## config.mk

```make
export PLATFORM = sky130hd
export DESIGN_NAME = gram_uart_tx_flat
export DESIGN_NICKNAME = d
export VERILOG_FILES = /design/src/rtl/gram_uart_tx_if.sv /design/src/rtl/gram_uart_tx.sv /design/src/flat_wrapper.sv
export SDC_FILE = /design/constraint.sdc
export NUM_CORES = 1
export LEC_CHECK = 0
export CAP_MARGIN = 20
export CORE_MARGIN = 3
export CORE_UTILIZATION = 51
export CTS_BUF_LIST = sky130_fd_sc_hd__clkbuf_8
export DETAILED_ROUTE_END_ITERATION = 6
export HOLD_SLACK_MARGIN = 0.08
export PLACE_DENSITY = 0.9
export SLEW_MARGIN = 10
export SYNTH_ARGS = -nofsm -noshare
export SYNTH_HDL_FRONTEND = slang
export SYNTH_SLANG_ARGS = --single-unit
```

## constraint.sdc

```tcl
create_clock -name clk -period 2.1 [get_ports clk]
set_input_delay 0.42 -clock clk [delete_from_list [all_inputs] [get_ports clk]]
set_output_delay 0.42 -clock clk [all_outputs]
set_load 0.01 [all_outputs]
```

## src/rtl/gram_uart_tx_if.sv

```systemverilog
// Command/status bundle between the host-side controller and the GRAM
// readback transmitter.
interface gram_uart_tx_if;
    logic        start;
    logic [11:0] start_address;
    logic [12:0] length;
    logic        busy;
    logic        done;

    modport master (
        output start, start_address, length,
        input  busy, done
    );

    modport slave (
        input  start, start_address, length,
        output busy, done
    );
endinterface

```

## src/rtl/gram_uart_tx.sv

```systemverilog
// GRAM readback engine: reads a range of character cells and sends each
// 7-bit value as a UART 8N1 byte on txd.
module gram_uart_tx #(
    parameter int CLKS_PER_BIT = 5208,
    parameter int READ_LATENCY = 2
) (
    input  logic               clk,
    input  logic               rst,
    gram_uart_tx_if.slave      cmd,
    output logic [11:0]        gram_read_address,
    input  logic [6:0]         gram_read_data,
    output logic               txd
);
    localparam int CW = $clog2(CLKS_PER_BIT);
    localparam logic [CW-1:0] CNT_LAST = CW'(CLKS_PER_BIT - 1);
    localparam logic [1:0] LAT_LAST = 2'(READ_LATENCY - 1);

    typedef enum logic [2:0] {
        S_IDLE, S_FETCH, S_START, S_DATA, S_STOP
    } state_e;

    state_e        state_q, state_d;
    logic [11:0]   addr_q, addr_d;
    logic [12:0]   remain_q, remain_d;
    logic [CW-1:0] cnt_q, cnt_d;
    logic [1:0]    lat_q, lat_d;
    logic [2:0]    bit_idx_q, bit_idx_d;
    logic [7:0]    shift_q, shift_d;
    logic          txd_q, txd_d;
    logic          busy_q, busy_d;
    logic          done_q, done_d;
    logic          bit_end;

    assign bit_end = (cnt_q == CNT_LAST);

    always_comb begin
        state_d   = state_q;
        addr_d    = addr_q;
        remain_d  = remain_q;
        cnt_d     = cnt_q;
        lat_d     = lat_q;
        bit_idx_d = bit_idx_q;
        shift_d   = shift_q;
        txd_d     = txd_q;
        busy_d    = busy_q;
        done_d    = 1'b0;
        unique case (state_q)
            S_IDLE: begin
                if (cmd.start) begin
                    if (cmd.length != 13'd0) begin
                        addr_d   = cmd.start_address;
                        remain_d = cmd.length;
                        busy_d   = 1'b1;
                        lat_d    = 2'd0;
                        state_d  = S_FETCH;
                    end else begin
                        done_d = 1'b1;
                    end
                end
            end
            S_FETCH: begin
                if (lat_q == LAT_LAST) begin
                    shift_d = {1'b0, gram_read_data};
                    txd_d   = 1'b0;
                    cnt_d   = '0;
                    state_d = S_START;
                end else begin
                    lat_d = lat_q + 2'd1;
                end
            end
            S_START: begin
                if (bit_end) begin
                    txd_d     = shift_q[0];
                    shift_d   = {1'b0, shift_q[7:1]};
                    bit_idx_d = 3'd0;
                    cnt_d     = '0;
                    state_d   = S_DATA;
                end else begin
                    cnt_d = cnt_q + CW'(1);
                end
            end
            S_DATA: begin
                if (bit_end) begin
                    cnt_d = '0;
                    if (bit_idx_q == 3'd7) begin
                        txd_d   = 1'b1;
                        state_d = S_STOP;
                    end else begin
                        txd_d     = shift_q[0];
                        shift_d   = {1'b0, shift_q[7:1]};
                        bit_idx_d = bit_idx_q + 3'd1;
                    end
                end else begin
                    cnt_d = cnt_q + CW'(1);
                end
            end
            S_STOP: begin
                if (bit_end) begin
                    cnt_d    = '0;
                    remain_d = remain_q - 13'd1;
                    // remain_q==1 means this stop bit closes the last byte
                    if (remain_q == 13'd1) begin
                        busy_d  = 1'b0;
                        done_d  = 1'b1;
                        state_d = S_IDLE;
                    end else begin
                        addr_d  = addr_q + 12'd1;
                        lat_d   = 2'd0;
                        state_d = S_FETCH;
                    end
                end else begin
                    cnt_d = cnt_q + CW'(1);
                end
            end
            default: state_d = S_IDLE;
        endcase
    end

    always_ff @(posedge clk) begin
        if (rst) begin
            state_q   <= S_IDLE;
            addr_q    <= '0;
            remain_q  <= '0;
            cnt_q     <= '0;
            lat_q     <= '0;
            bit_idx_q <= '0;
            shift_q   <= '0;
            txd_q     <= 1'b1;
            busy_q    <= 1'b0;
            done_q    <= 1'b0;
        end else begin
            state_q   <= state_d;
            addr_q    <= addr_d;
            remain_q  <= remain_d;
            cnt_q     <= cnt_d;
            lat_q     <= lat_d;
            bit_idx_q <= bit_idx_d;
            shift_q   <= shift_d;
            txd_q     <= txd_d;
            busy_q    <= busy_d;
            done_q    <= done_d;
        end
    end

    assign gram_read_address = addr_q;
    assign txd               = txd_q;
    assign cmd.busy          = busy_q;
    assign cmd.done          = done_q;
endmodule
```

## src/flat_wrapper.sv

```systemverilog
// flat-port wrapper written by rule: the top's interface ports become plain ports
module gram_uart_tx_flat 
#(
    parameter int CLKS_PER_BIT = 5208,
    parameter int READ_LATENCY = 2
)
  (clk, rst, gram_read_address, gram_read_data, txd, cmd_start, cmd_start_address, cmd_length, cmd_busy, cmd_done);
  gram_uart_tx_if cmd_i ();
  input  logic clk;
  input  logic rst;
  output logic [11:0] gram_read_address;
  input  logic [6:0] gram_read_data;
  output logic txd;
  input wire logic [$bits(cmd_i.start)-1:0] cmd_start;
  input wire logic [$bits(cmd_i.start_address)-1:0] cmd_start_address;
  input wire logic [$bits(cmd_i.length)-1:0] cmd_length;
  output wire logic [$bits(cmd_i.busy)-1:0] cmd_busy;
  output wire logic [$bits(cmd_i.done)-1:0] cmd_done;
  assign cmd_i.start = cmd_start;
  assign cmd_i.start_address = cmd_start_address;
  assign cmd_i.length = cmd_length;
  assign cmd_busy = cmd_i.busy;
  assign cmd_done = cmd_i.done;
  gram_uart_tx #(.CLKS_PER_BIT(CLKS_PER_BIT), .READ_LATENCY(READ_LATENCY)) u_core (.clk(clk), .rst(rst), .cmd(cmd_i), .gram_read_address(gram_read_address), .gram_read_data(gram_read_data), .txd(txd));
endmodule
```

==> results of run 1 <==
[logic make-up (layout without fill, tap and decap cells)]
family | count (synthesis) | after routing | synth area share
compound gates | 132 | 132 | 0.2803
xor+xnor | 9 | 9 | 0.02348
fa+ha+maj | 7 | 7 | 0.02609
buf+inv | 42 | 130 | 0.05293
flops | 56 | 56 | 0.3340
mux | 4 | 4 | 0.01193
simple gates | 171 | 171 | 0.2713
[state kept, by name (all words and copies together) (netlist names), 2 cells and up]
signal and cells:
u_core.lat_q 2, u_core.shift_q 7, u_core.bit_idx_q 3, u_core.remain_q 13
u_core.gram_read_address 12, u_core.state_q 3, u_core.cnt_q 13
[metrics by stage]
stage                     hold slack (ns)  std cells  cell area, µm²
after CTS                          0.4845        581            4523
final                              0.4821        584            4741
after detailed placement           0.4682        569            4268
after global routing               0.4950        584            4741
after global placement             0.4508        569            4268
after floorplan                    0.4381        421            3361
[layer usage]
layer	wire length, µm	vias to the layer above
met4	543	0
li1	-	1752
met1	4322	1840
met2	5527	222
met3	864	62
met5	0	-
[synthesized netlist by cell type (4+ instances only)]
library cell  instances
dfxtp_1              56
nand2_1              43
a21oi_1              40
nor2_1               40
clkbuf_1             24
nand3_1              14
o32ai_1              13
inv_1                12
nor3_1               12
o21ai_0              12
nand4_1              10
nand2b_1              8
a22oi_1               7
ha_1                  7
a311oi_1              6
o31ai_1               6
xor2_1                6
o41ai_1               5
buf_2                 4
mux2i_1               4
nor4_1                4
o21ai_1               4
or3_1                 4
or3_2                 4
or4_1                 4
[placed cells by master, fill, tap and decap left out, types with 7 or more instances in the layout]
| master | instances |
|---|---|
| dfxtp_1 | 52 |
| nand4_1 | 10 |
| o32ai_2 | 7 |
| o21ai_0 | 8 |
| nor2_1 | 39 |
| a21oi_2 | 9 |
| nand2b_1 | 7 |
| inv_1 | 11 |
| clkdlybuf4s50_1 | 49 |
| nand2_1 | 42 |
| a21oi_1 | 32 |
| nor3_1 | 10 |
| clkbuf_8 | 7 |
| nand3_1 | 14 |
| buf_4 | 52 |
[cell type report]
cell class	instances	area, µm²
clock buffers	7	96.34
clock inverters	1	30.03
fillers	365	1390
inverters	12	45.04
multi-input cells	323	2338
flip-flops and latches	56	1126
well taps	75	93.84
repair buffers	110	1011
[power groups by stage]
stage	clock network [mW]	registers, mW	logic [mW]
finish	0.779	1.27	1.11
floorplan	0	1.27	0.499
detailed placement	0	1.27	0.902
global route	0.822	1.28	1.19
global placement	0	1.26	0.866
CTS	0.779	1.25	0.946
[path summary, 6_finish.rpt]
kind              slack (ns)                   to
hold reg to reg         0.48  u_core.remain_q[10]
setup reg to reg       -0.14  u_core.bit_idx_q[2]
setup / recovery       -0.14  u_core.bit_idx_q[2]
hold / removal          0.48  u_core.remain_q[10]
[worst max-delay path, cell delays in order (launching register included)]
cell	delay, ns
dfxtp_1	0.36
or4b_4	0.56
buf_4	0.18
or3_4	0.43
nor2_2	0.28
a22oi_1	0.16
o32ai_1	0.17
[what timing repair did]
item	in CTS	in global routing
hold buffers	0	0
cloned	0	1
resized for setup	24	40
pin swaps	16	10
endpoints found under the setup margin	16	43
setup buffers	4	2
==> results.yml, run 1 <==
route:
  ant_nets: 0
  first_pass_iters: 6
  drc: 0
  vias: 3876
  routed_wirelength_um: 11260
  drt_iter0_markers: 469
  avgViaCountPerCell: 6.637
  avgRoutedWirePerCell_um: 19.28
worst_setup_path:
  startpoint_type: "register"
  crit_type: "register to register"
  crit_fanout: 5
  r2r_start: "u_core.cnt_q[11]"
  cp-startpoint: "u_core.cnt_q[11]"
  reg2reg_depth: 6
  cp_data_required_time_ns: 2.31
  critical_path.endpoint_type: "register"
  crit_arrival_ns: 2.45
die:
  fp.dieH_um: 87.13
  pin_count: 50
  die_area_um2: 7592
  die_w_um: 87.13
  std_cell_rows: 28
  core_area_um2: 6131
  start_util: 0.5476
synthesis:
  synth-seq-cells: 56
  synthCells: 421
  synth_top_area_cell: "dfxtp_1"
  synth.cell_area_um2: 3357
  synth_cell_types: 68
  avgSynthCellArea_um2: 7.974
  ys_warn_count: 0
  yosysSeqAreaShare: 0.3340
  synthFlopType: "dfxtp_1"
  synth_fp_nets: 463
  async_flop_share: 0
  yosys-top-cells-area: "dfxtp_1 33%, a21oi_1 6.0%, nand2_1 4.8%"
  synth_edf_count: 0
  synth_top_area_share: 0.3340
clocking:
  clk_pin_slew_ns: 0.10
  clkSinkCount: 56
  clock_latency_ns: 0.32
  h-tree-depth: 2
  root_buffer: "clkbuf_8"
  tritoncts: "done"
  clockBufferDepth: 2
  cts_made_buffers: 5
placed_design:
  port_buffers: 49
  place_congestion: 0.8874
  dpl.hpwl_um: 6587
  dp_slack_ns: -0.1501
global_route:
  gr-total-overflow: 0
  grt_max_degree: 46
  met2_usage: 0.4541
  grtUsageTotal: 0.2633
  grt_pass1_vias: 3561
  busiest_layer: "met2"
  antenna_found_initial: 0
  grt_pass1_wl_um: 16310
  use_met3: 0.04163
  grt_use_met1: 0.3252
hold_path:
  holdCritPathClass: "register to register"
  min_path_cells: 2
  min_from: "u_core.remain_q[10]"
outcome:
  violations: "negative setup slack"
  status: "finished, violations left"
timing:
  tightest_slew_ns: 0.5313
  setup_slack_ns: -0.1391
  finalCritPeriodShare: 1.066
  setup_viol: 21
  finalCriticalPeriod_ns: 2.239
  rsz0062_at_grt: "true"
  hold_violations: 0
  finClkSkew_ns: 0.01422
  slew_headroom: 0.6431
  fmax_mhz: 446.6
  slew_violations: 0
  final.setup.tns_ns: -1.599
final_layout:
  syn2layout_area_growth_pct: 41.22
  final_layout_size_suffix_gt1_frac: 0.2731
  n_antenna_cell: 0
  fin_nets: 550
  post-route-util: 0.7733
power_and_ir_drop:
  p_leak_nw: 1.785
  power.total_mw: 3.155
  internal-power_mw: 2.121
  ir_worst_vdd_v: 0.0005477
  clkPwrFrac: 0.247
  powerDensity_nw_per_um2: 665.6
  pwr-share-seq: 0.402
  swShare: 0.3278
  power_switching_mw: 1.034
  comb_power_share: 0.352
flow_run:
  max_cap_violations: 0
Note: power is estimated with default switching activity, not from simulation.
==> run 2, diff against run 1 <==
--- a/config.mk
+++ b/config.mk
@@ -12,7 +12,7 @@
 export DETAILED_ROUTE_END_ITERATION = 6
 export HOLD_SLACK_MARGIN = 0.08
 export PLACE_DENSITY = 0.9
-export SLEW_MARGIN = 10
+export SLEW_MARGIN = 25
 export SYNTH_ARGS = -nofsm -noshare
 export SYNTH_HDL_FRONTEND = slang
 export SYNTH_SLANG_ARGS = --single-unit
==> results of run 2 <==
Same layout as run 1: the final DEF is identical, and so are final timing and power.
